`src/rtl/dac_pkg.sv`:
```
// Shared constants and types for the DAC channel scheduler.
// Latency: n/a (declarations only).
// Backpressure: n/a.
//
// Contents: command/address codes driven to the DAC serial engine, the
// scheduler FSM state type, and default channel count / sample width.
package dac_pkg;

  // Command nibble for "write input register and update output".
  localparam logic [3:0] CMD_WR_UPD = 4'b0011;
  // Address code that makes the DAC engine write every channel at once.
  localparam logic [3:0] ADDR_ALL   = 4'b1111;

  localparam int NCH_DEF = 4;
  localparam int DW_DEF  = 12;

  typedef enum logic [1:0] {
    ST_IDLE,
    ST_ISSUE,
    ST_WAIT,
    ST_DONE
  } state_t;

endpackage

```
`src/rtl/dac_rr_arb.sv`:
```
// Round-robin channel picker: first set pending bit at or above rr_ptr, wrapping.
// Latency: purely combinational.
// Backpressure: none; the caller decides when a grant is consumed.
//
// Ports:
//   pend      in   NCH  pending request vector
//   rr_ptr    in   PW   index searched first
//   gnt_valid out  1    at least one bit of pend is set
//   gnt_idx   out  PW   granted channel index (0 when gnt_valid is low)
module dac_rr_arb
  import dac_pkg::*;
#(
  parameter int NCH = NCH_DEF,
  parameter int PW  = (NCH > 1) ? $clog2(NCH) : 1
) (
  input  logic [NCH-1:0] pend,
  input  logic [PW-1:0]  rr_ptr,
  output logic           gnt_valid,
  output logic [PW-1:0]  gnt_idx
);

  logic [PW-1:0] idx;

  // Walk the offsets from the far end down to zero so the last hit written,
  // i.e. the one closest to rr_ptr, is the one that sticks.
  always_comb begin
    gnt_valid = 1'b0;
    gnt_idx   = '0;
    idx       = '0;
    for (int k = NCH - 1; k >= 0; k--) begin
      idx = PW'((int'(rr_ptr) + k) % NCH);
      if (pend[idx]) begin
        gnt_valid = 1'b1;
        gnt_idx   = idx;
      end
    end
  end

endmodule

```
`src/rtl/dac_sched.sv`:
```
// Mailbox scheduler serialising per-channel and broadcast DAC writes onto one engine.
// Latency: req at edge k -> selection at k+1 -> dactrig after k+2; done one edge after dacdone.
// Backpressure: none upstream; requests coalesce (last value wins), broadcast has priority.
//
// Ports:
//   CLK50MHZ, RST        clock, async active-low reset
//   req/req_data         per-channel write strobes and values (channel i at [i*DW +: DW])
//   bcast_req/bcast_data all-channel write strobe and value
//   clr_err              clears the sticky timeout flag
//   data/address/command write presented to the DAC engine, stable from ISSUE onward
//   dactrig/dacdone      one-cycle start / completion pulses with the engine
//   busy/done/done_addr  transaction status; done_addr valid with done
//   err                  sticky: engine failed to answer within TMO cycles
module dac_sched
  import dac_pkg::*;
#(
  parameter int NCH = NCH_DEF,
  parameter int DW  = DW_DEF,
  parameter int TMO = 4096
) (
  input  logic              CLK50MHZ,
  input  logic              RST,
  input  logic [NCH-1:0]    req,
  input  logic [NCH*DW-1:0] req_data,
  input  logic              bcast_req,
  input  logic [DW-1:0]     bcast_data,
  input  logic              clr_err,
  output logic [DW-1:0]     data,
  output logic [3:0]        address,
  output logic [3:0]        command,
  output logic              dactrig,
  input  logic              dacdone,
  output logic              busy,
  output logic              done,
  output logic [3:0]        done_addr,
  output logic              err
);

  localparam int PW = (NCH > 1) ? $clog2(NCH) : 1;
  localparam int CW = (TMO > 2) ? $clog2(TMO) : 1;

  state_t          state, state_n;
  logic [NCH-1:0]  pend, pend_n;
  logic [DW-1:0]   val [NCH];
  logic [DW-1:0]   val_n [NCH];
  logic            pend_b, pend_b_n;
  logic [DW-1:0]   val_b, val_b_n;
  logic [PW-1:0]   rr_ptr, rr_ptr_n;
  logic [CW-1:0]   tmo_cnt, tmo_cnt_n;
  logic [DW-1:0]   data_n;
  logic [3:0]      address_n, done_addr_n;
  logic            dactrig_n, busy_n, done_n, err_n;
  logic            gnt_valid;
  logic [PW-1:0]   gnt_idx;
  logic            sel_b, tmo_hit;
  logic [NCH-1:0]  sel_ch;

  // The engine only ever receives write-and-update commands.
  assign command = CMD_WR_UPD;

  dac_rr_arb #(
    .NCH (NCH),
    .PW  (PW)
  ) u_arb (
    .pend      (pend),
    .rr_ptr    (rr_ptr),
    .gnt_valid (gnt_valid),
    .gnt_idx   (gnt_idx)
  );

  always_comb begin
    state_n     = state;
    data_n      = data;
    address_n   = address;
    dactrig_n   = 1'b0;
    busy_n      = busy;
    done_n      = 1'b0;
    done_addr_n = done_addr;
    rr_ptr_n    = rr_ptr;
    tmo_cnt_n   = tmo_cnt;
    sel_b       = 1'b0;
    sel_ch      = '0;
    tmo_hit     = 1'b0;

    case (state)
      ST_IDLE: begin
        if (pend_b) begin
          sel_b     = 1'b1;
          data_n    = val_b;
          address_n = ADDR_ALL;
          busy_n    = 1'b1;
          tmo_cnt_n = '0;
          state_n   = ST_ISSUE;
        end else if (gnt_valid) begin
          sel_ch[gnt_idx] = 1'b1;
          data_n    = val[gnt_idx];
          address_n = 4'(gnt_idx);
          busy_n    = 1'b1;
          tmo_cnt_n = '0;
          state_n   = ST_ISSUE;
        end
      end
      ST_ISSUE: begin
        dactrig_n = 1'b1;
        state_n   = ST_WAIT;
      end
      ST_WAIT: begin
        // A completion arriving on the last allowed cycle still counts.
        if (dacdone) begin
          state_n = ST_DONE;
        end else if (tmo_cnt == CW'(TMO - 1)) begin
          tmo_hit = 1'b1;
          busy_n  = 1'b0;
          state_n = ST_IDLE;
        end else begin
          tmo_cnt_n = tmo_cnt + 1'b1;
        end
      end
      ST_DONE: begin
        done_n      = 1'b1;
        done_addr_n = address;
        busy_n      = 1'b0;
        state_n     = ST_IDLE;
        // Broadcasts do not move the fairness pointer.
        if (address != ADDR_ALL) begin
          rr_ptr_n = (address[PW-1:0] == PW'(NCH - 1)) ? '0 : address[PW-1:0] + 1'b1;
        end
      end
      default: state_n = ST_IDLE;
    endcase

    err_n = tmo_hit ? 1'b1 : (clr_err ? 1'b0 : err);

    // Mailboxes: a fresh request always wins; a broadcast supersedes older
    // per-channel values; the selected source is consumed.
    pend_b_n = bcast_req | (pend_b & ~sel_b);
    val_b_n  = bcast_req ? bcast_data : val_b;
    for (int i = 0; i < NCH; i++) begin
      pend_n[i] = req[i] | (pend[i] & ~bcast_req & ~sel_ch[i]);
      val_n[i]  = req[i] ? req_data[i*DW +: DW] : val[i];
    end
  end

  always_ff @(posedge CLK50MHZ or negedge RST) begin
    if (!RST) begin
      state     <= ST_IDLE;
      pend      <= '0;
      pend_b    <= 1'b0;
      val_b     <= '0;
      rr_ptr    <= '0;
      tmo_cnt   <= '0;
      data      <= '0;
      address   <= '0;
      dactrig   <= 1'b0;
      busy      <= 1'b0;
      done      <= 1'b0;
      done_addr <= '0;
      err       <= 1'b0;
      for (int i = 0; i < NCH; i++) val[i] <= '0;
    end else begin
      state     <= state_n;
      pend      <= pend_n;
      pend_b    <= pend_b_n;
      val_b     <= val_b_n;
      rr_ptr    <= rr_ptr_n;
      tmo_cnt   <= tmo_cnt_n;
      data      <= data_n;
      address   <= address_n;
      dactrig   <= dactrig_n;
      busy      <= busy_n;
      done      <= done_n;
      done_addr <= done_addr_n;
      err       <= err_n;
      for (int i = 0; i < NCH; i++) val[i] <= val_n[i];
    end
  end

endmodule

```
`config.mk`:
```
export PLATFORM = sky130hd
export DESIGN_NAME = dac_sched
export DESIGN_NICKNAME = d
export VERILOG_FILES = /design/src/rtl/dac_pkg.sv /design/src/rtl/dac_rr_arb.sv /design/src/rtl/dac_sched.sv
export SDC_FILE = /design/constraint.sdc
export NUM_CORES = 1
export LEC_CHECK = 0
export BUFFER_PORTS_ARGS = -buffer_cell sky130_fd_sc_hd__buf_2
export CORE_MARGIN = 2
export CORE_UTILIZATION = 50
export DETAILED_ROUTE_END_ITERATION = 7
export HOLD_SLACK_MARGIN = 0.12
export PLACE_DENSITY = 0.74
export SLEW_MARGIN = 20
export SYNTH_ARGS = -nofsm -noshare
export SYNTH_HDL_FRONTEND = slang
export SYNTH_SLANG_ARGS = --single-unit
```
`constraint.sdc`:
```
create_clock -name CLK50MHZ -period 2.8 [get_ports CLK50MHZ]
set_input_delay 0.42 -clock CLK50MHZ [delete_from_list [all_inputs] [get_ports CLK50MHZ]]
set_output_delay 0.42 -clock CLK50MHZ [all_outputs]
set_load 0.02 [all_outputs]
```
Yosys cells after proc, flatten, opt, wreduce, memory -nomap -nowiden
Index checks and enable logic that the tools add are counted.
{"block": "op_classes", "n_addsub": 5, "n_lt_le_gt_ge": 7, "n_eq_ne": 11, "muxes": 53, "bitwise_logic": 21, "reduce_logical": 11}
{"cell": "12-bit 2-to-1 mux", "n": 8}
{"cell": "12-bit binary-select mux with 2-bit select", "n": 1}
{"cell": "12-bit one-hot mux with 2 select lines", "n": 1}
{"cell": "1-bit 2-to-1 mux", "n": 22}
{"cell": "4-bit 2-to-1 mux", "n": 5}
{"cell": "2-bit 2-to-1 mux", "n": 9}
{"cell": "2-bit by 3-bit less-than comparator with 1-bit output (second input constant)", "n": 5}
{"cell": "12-bit by 1-bit adder with 12-bit output (second input constant)", "n": 1}
{"cell": "12-bit equality test (second input constant)", "n": 1}
{"cell": "1-bit AND", "n": 9}
{"cell": "1-bit binary-select mux with 2-bit select", "n": 4}
{"cell": "2-bit one-hot mux with 4 select lines", "n": 1}
{"cell": "4-bit AND reduction", "n": 2}
{"cell": "2-bit equality test (second input constant)", "n": 3}
{"cell": "2-bit inequality test (second input constant)", "n": 3}
{"cell": "3-bit inequality test (second input constant)", "n": 2}
{"cell": "1-bit NOT", "n": 6}
{"cell": "2-bit AND reduction", "n": 3}
{"cell": "2-bit nonzero test", "n": 3}
{"cell": "1-bit OR", "n": 5}
{"cell": "2-bit by 1-bit adder with 2-bit output (second input constant)", "n": 2}
{"cell": "2-bit adder (second input constant)", "n": 2}
{"cell": "4-bit inequality test (second input constant)", "n": 1}
{"cell": "3-bit >= comparator (second input constant)", "n": 1}
{"cell": "other kinds (8)", "n": 8}
{"block": "word_totals", "register_bits": 105, "inputBits": 69, "output_inout_bits": 28, "wordCells": 125}

Longest topological paths before layout
{"block": "logic_depth", "word_depth": 17, "mapped_depth": 10, "depth_no_buf": 8}

Cells and area by module
A second synthesis with hierarchy kept.
{"block": "hier_totals", "cells_unflattened": 376, "area_unflattened_um2": 4767.1}
{"mod": "dac_sched", "instances": 1, "cells_each": 363, "area_each_um2": 4689.5, "seq_area_each_um2": 2577.5}
{"mod": "dac_rr_arb", "instances": 1, "cells_each": 13, "area_each_um2": 77.6, "seq_area_each_um2": 0.0}

Worst setup path after synthesis
OpenSTA, ideal clock, no wires.
{"block": "synth_path", "path_type": "register to register", "startpoint": "register state[0]", "endpoint": "register tmo_cnt[7]", "setup_ps": 150, "arrival_ps": 1879, "t_required_ps": 2650, "setup_slack_ps": 771, "stages_incl_launch_ff": 10, "path_buffers": 1, "synth_period_minus_slack_ps": 2029, "path_cell_list": "dfrtp_1 > inv_1 > ha_1 > or2b_2 > o2bb2ai_2 > a41o_2 > buf_6 > nor3_1 > xnor2_1 > nor2_1"}
{"block": "synth_between", "elab_chain_len": 3, "elab_cells_between_ends": 8, "classes_between": "4 x eq/ne; 1 x mux; 3 x reduce/logical"}
{"element": "start, declared", "line": "dac_sched.sv:42", "rtl": "state_t state, state_n;"}
{"element": "start signal, assigned", "line": "dac_sched.sv:161", "rtl": "state <= state_n;"}
{"element": "2-bit equality test or 2-bit zero test (tied branches)", "line": "dac_sched.sv:85", "rtl": "case (state)"}
{"element": "2-bit inequality test (no source line) (tied with other cells)"}
{"element": "4-bit AND reduction (no source line)"}
{"element": "end signal, assigned", "line": "dac_sched.sv:166", "rtl": "tmo_cnt <= tmo_cnt_n;"}
{"element": "end, declared", "line": "dac_sched.sv:49", "rtl": "logic [CW-1:0] tmo_cnt, tmo_cnt_n;"}
Parallel ways exist; a longest one is shown, timed or not.
A chain may end at the register's enable or synchronous reset.

Worst setup path after layout
{"block": "layout_path", "startpoint": "register state[0]", "endpoint": "register tmo_cnt[9]"}
Same word-level chain as after synthesis.

==> flow_metrics.tcl <==
set metrics [dict create \
    post_cts_resized 0 \
    drt_first_iter_violations 185 \
    post_synth_inst_count 403 \
    holdBufCountCts 0 \
    global_route.overflow_total 0 \
    number_of_clock_sinks_seen_by_cts 103 \
    critical_path_class "register to register" \
    worst_r2r_path_depth 8 \
    synth_seq_cells 103 \
    hold_class "input port to async pin" \
    die-width_um 102 \
    netlist-cell-type-count 49 \
    wl_um 10100 \
    antenna_violating_nets_left 0 \
    clock_period_minus_final_worst_setup_slack_ns 2.43 \
    fin_setup_tns_ns 0 \
    synth_top_cells_by_area "sky130_fd_sc_hd__dfrtp_1 (54%), sky130_fd_sc_hd__mux2_2 (16%), sky130_fd_sc_hd__mux2i_1 (3.1%), sky130_fd_sc_hd__nand2_1 (2.7%), sky130_fd_sc_hd__xnor2_1 (1.6%)" \
    internal_power_mw 2.97 \
    final_instance_count_without_filler_cells 625 \
    seq_power_share 0.419 \
    synth.most_common_cell "sky130_fd_sc_hd__dfrtp_1" \
    vdd_ir_drop_max_mv 0.483 \
    core_sq_um 9280 \
    netlist.top_cell.by_area "sky130_fd_sc_hd__dfrtp_1" \
    final_antenna_diode_count 0 \
    num-nets-final 566 \
    max_slew.worst_pin.slew_ns 0.809 \
    ys_top_cells_by_count "sky130_fd_sc_hd__dfrtp_1 (103), sky130_fd_sc_hd__mux2_2 (67), sky130_fd_sc_hd__nand2_1 (34), sky130_fd_sc_hd__inv_1 (16)" \
    cts_htree_levels 3 \
    yosysWarnings 0 \
    setup_violations 0 \
    cts-root-to-sink-buffers 2 \
    cp.arrival_ns 2.69 \
    ys_async_rst_share 1.00 \
    share_of_the_cycle_needed_by_the_critical_path_after_routing 0.868 \
    die-area_sq_um 10400 \
    start_util 0.516 \
    insertion_delay_ns 0.38 \
    power.combinational.fraction 0.376 \
    fraction_of_layout_cells_with_a_size_suffix_above_1 0.401 \
    cts_buffers 9 \
    groute.usage.overall 0.211 \
    hold_violations 0 \
    power_switching_share 0.370 \
    synth_area_sq_um 4790 \
    power_density_nw_per_um2 852 \
    detailed_place_hpwl_um 7270 \
    fmaxAchievable_ghz 0.411 \
    max_cap_violations 0 \
    post-place-cells 609 \
    gp_routability_congestion 0.817 \
    drt-pass1-iter-count 5 \
    worst-endpoint-required_ns 3.06 \
    area.growth.synth_to_final_pct 15.3 \
    placementRows 35 \
    p_switching_mw 1.74 \
    route.detailed.wl_per_inst_um 16.2 \
    port_buffers 92 \
    tritoncts_clock_tree "yes" \
    pin_count 97 \
    start_kind "register" \
    grt_pass1_wl_um 16700 \
    drc 0 \
    crit_fanout 12 \
    rsz0062_at_grt "no" \
    detail_route.vias_per_cell 5.42 \
    die_span_y_um 102 \
    design_power_total_mw 4.71 \
    slew_limit_headroom 0.461 \
    syn_area_per_cell_sq_um 11.9 \
    status "finished, final reports clean" \
    clock_power_share 0.205 \
    grt_pass1_vias 3436 \
    clock_tree.root_cell "sky130_fd_sc_hd__clkbuf_8" \
    yosysTopAreaCellShare 0.538 \
    grt_max_degree 66 \
    power_leakage_nw 2.57 \
    worstSetupEndpointType "register" \
    dominantRegCellSynth "sky130_fd_sc_hd__dfrtp_1" \
    slew_violations 0 \
    number_of_buffers_inserted_by_post_cts_setup_repair 0 \
    clock-skew-final_ns 0.0179 \
    synth_sequential_area_ratio 0.538 \
    synth_enable_flop_cells 0 \
    cts.clk_slew.worst_paths_ns 0.10 \
    detailroute.via_count 3385 \
    antenna_found_initial 0 \
    n_fill_cell 774 \
]
## layout make-up
cell class | count | area [sq um] | area share
clock buffer | 11 | 141 | 0.0256
tap | 129 | 161 | 0.0292
inverter | 16 | 60.1 | 0.0109
sequential | 103 | 2580 | 0.466
multi-input combinational | 261 | 2000 | 0.362
timing repair buffer | 100 | 523 | 0.0946
clock inverter | 5 | 63.8 | 0.0115
## layer usage
| metal | global-route usage | vias up | wire (um) |
|---|---|---|---|
| met5 | 0 | - | 0 |
| met1 | 0.277 | 1685 | 4520 |
| met2 | 0.339 | 102 | 4920 |
| met3 | 0.0657 | 14 | 567 |
| li1 | - | 1584 | - |
| met4 | 0.0667 | 0 | 141 |
## final timing paths
| check | slack [ns] | end | from |
|---|---|---|---|
| setup / recovery | 0.37 | tmo_cnt[9] | state[0] |
| hold / removal | 0.12 | rr_ptr[1] | RST |
| setup reg to reg | 0.37 | tmo_cnt[9] | state[0] |
| hold reg to reg | 0.51 | data[1] | data[1] |
| max in group asynchronous | 1.92 | val[19] | RST |
| min in group CLK50MHZ | 0.22 | err | clr_err |
## flip-flops by register name (all words and copies together) (netlist names)
| register | cells |
|---|---|
| state | 2 |
| val | 48 |
| data | 12 |
| done | 1 |
| tmo_cnt | 12 |
| busy | 1 |
| pend | 4 |
| dactrig | 1 |
| rr_ptr | 2 |
| val_b | 12 |
| err | 1 |
| done_addr | 3 |
| address | 3 |
| pend_b | 1 |
## kinds of logic (layout without fill, tap and decap cells)
| kind of cell | Yosys count | in the layout | synth area share |
|---|---|---|---|
| AOI/OAI and AO/OA | 66 | 66 | 0.0958 |
| xor gates and xnor gates | 9 | 9 | 0.0164 |
| adders and majority gates | 6 | 6 | 0.0157 |
| buffers and inverters | 41 | 132 | 0.0462 |
| DFF | 103 | 103 | 0.538 |
| muxes | 82 | 82 | 0.189 |
| other | 2 | 4 | 0.00157 |
| and+or+nand+nor | 94 | 94 | 0.0981 |
## cell usage in the layout (no fill, tap or decap), types with 8 or more instances in the layout
cell type and count:
sky130_fd_sc_hd__nand3_1 8, sky130_fd_sc_hd__o21ai_0 14, sky130_fd_sc_hd__dfrtp_1 103, sky130_fd_sc_hd__xnor2_1 9
sky130_fd_sc_hd__mux2i_1 15, sky130_fd_sc_hd__buf_4 9, sky130_fd_sc_hd__a21oi_1 12, sky130_fd_sc_hd__mux2_2 67
sky130_fd_sc_hd__nor2_1 15, sky130_fd_sc_hd__inv_1 16, sky130_fd_sc_hd__clkbuf_8 10, sky130_fd_sc_hd__buf_2 91
sky130_fd_sc_hd__and3_1 9, sky130_fd_sc_hd__nand2_1 34
## stage by stage
stage / util / setup slack (ns) / hold WS, ns / cell area [sq um]
CTS: 0.596 / 0.359 / 0.155 / 5530
global route: 0.596 / 0.202 / 0.186 / 5530
floorplan: - / 0.771 / 0.124 / 4800
global placement: 0.574 / 0.508 / 0.473 / 5330
finish: 0.596 / 0.369 / 0.124 / 5530
detailed placement: 0.574 / 0.385 / 0.482 / 5330
## worst max-delay path, cell delays in order (launching register included)
cell	delay (ns)
sky130_fd_sc_hd__dfrtp_1	0.43
sky130_fd_sc_hd__inv_1	0.13
sky130_fd_sc_hd__ha_1	0.35
sky130_fd_sc_hd__or2b_2	0.38
sky130_fd_sc_hd__o2bb2ai_2	0.14
sky130_fd_sc_hd__a41o_2	0.33
sky130_fd_sc_hd__nor4_1	0.33
sky130_fd_sc_hd__xnor2_1	0.17
sky130_fd_sc_hd__nor2_1	0.05
## power by group through the flow
stage	clock [mW]	combinational [mW]	sequential [mW]
floorplan	0	1.17	2.13
global placement	0	1.74	1.98
detailed placement	0	1.78	2.00
CTS	0.991	1.78	1.97
global route	1.06	1.95	2.01
finish	0.966	1.77	1.97
(Power assumes the default switching activity.)
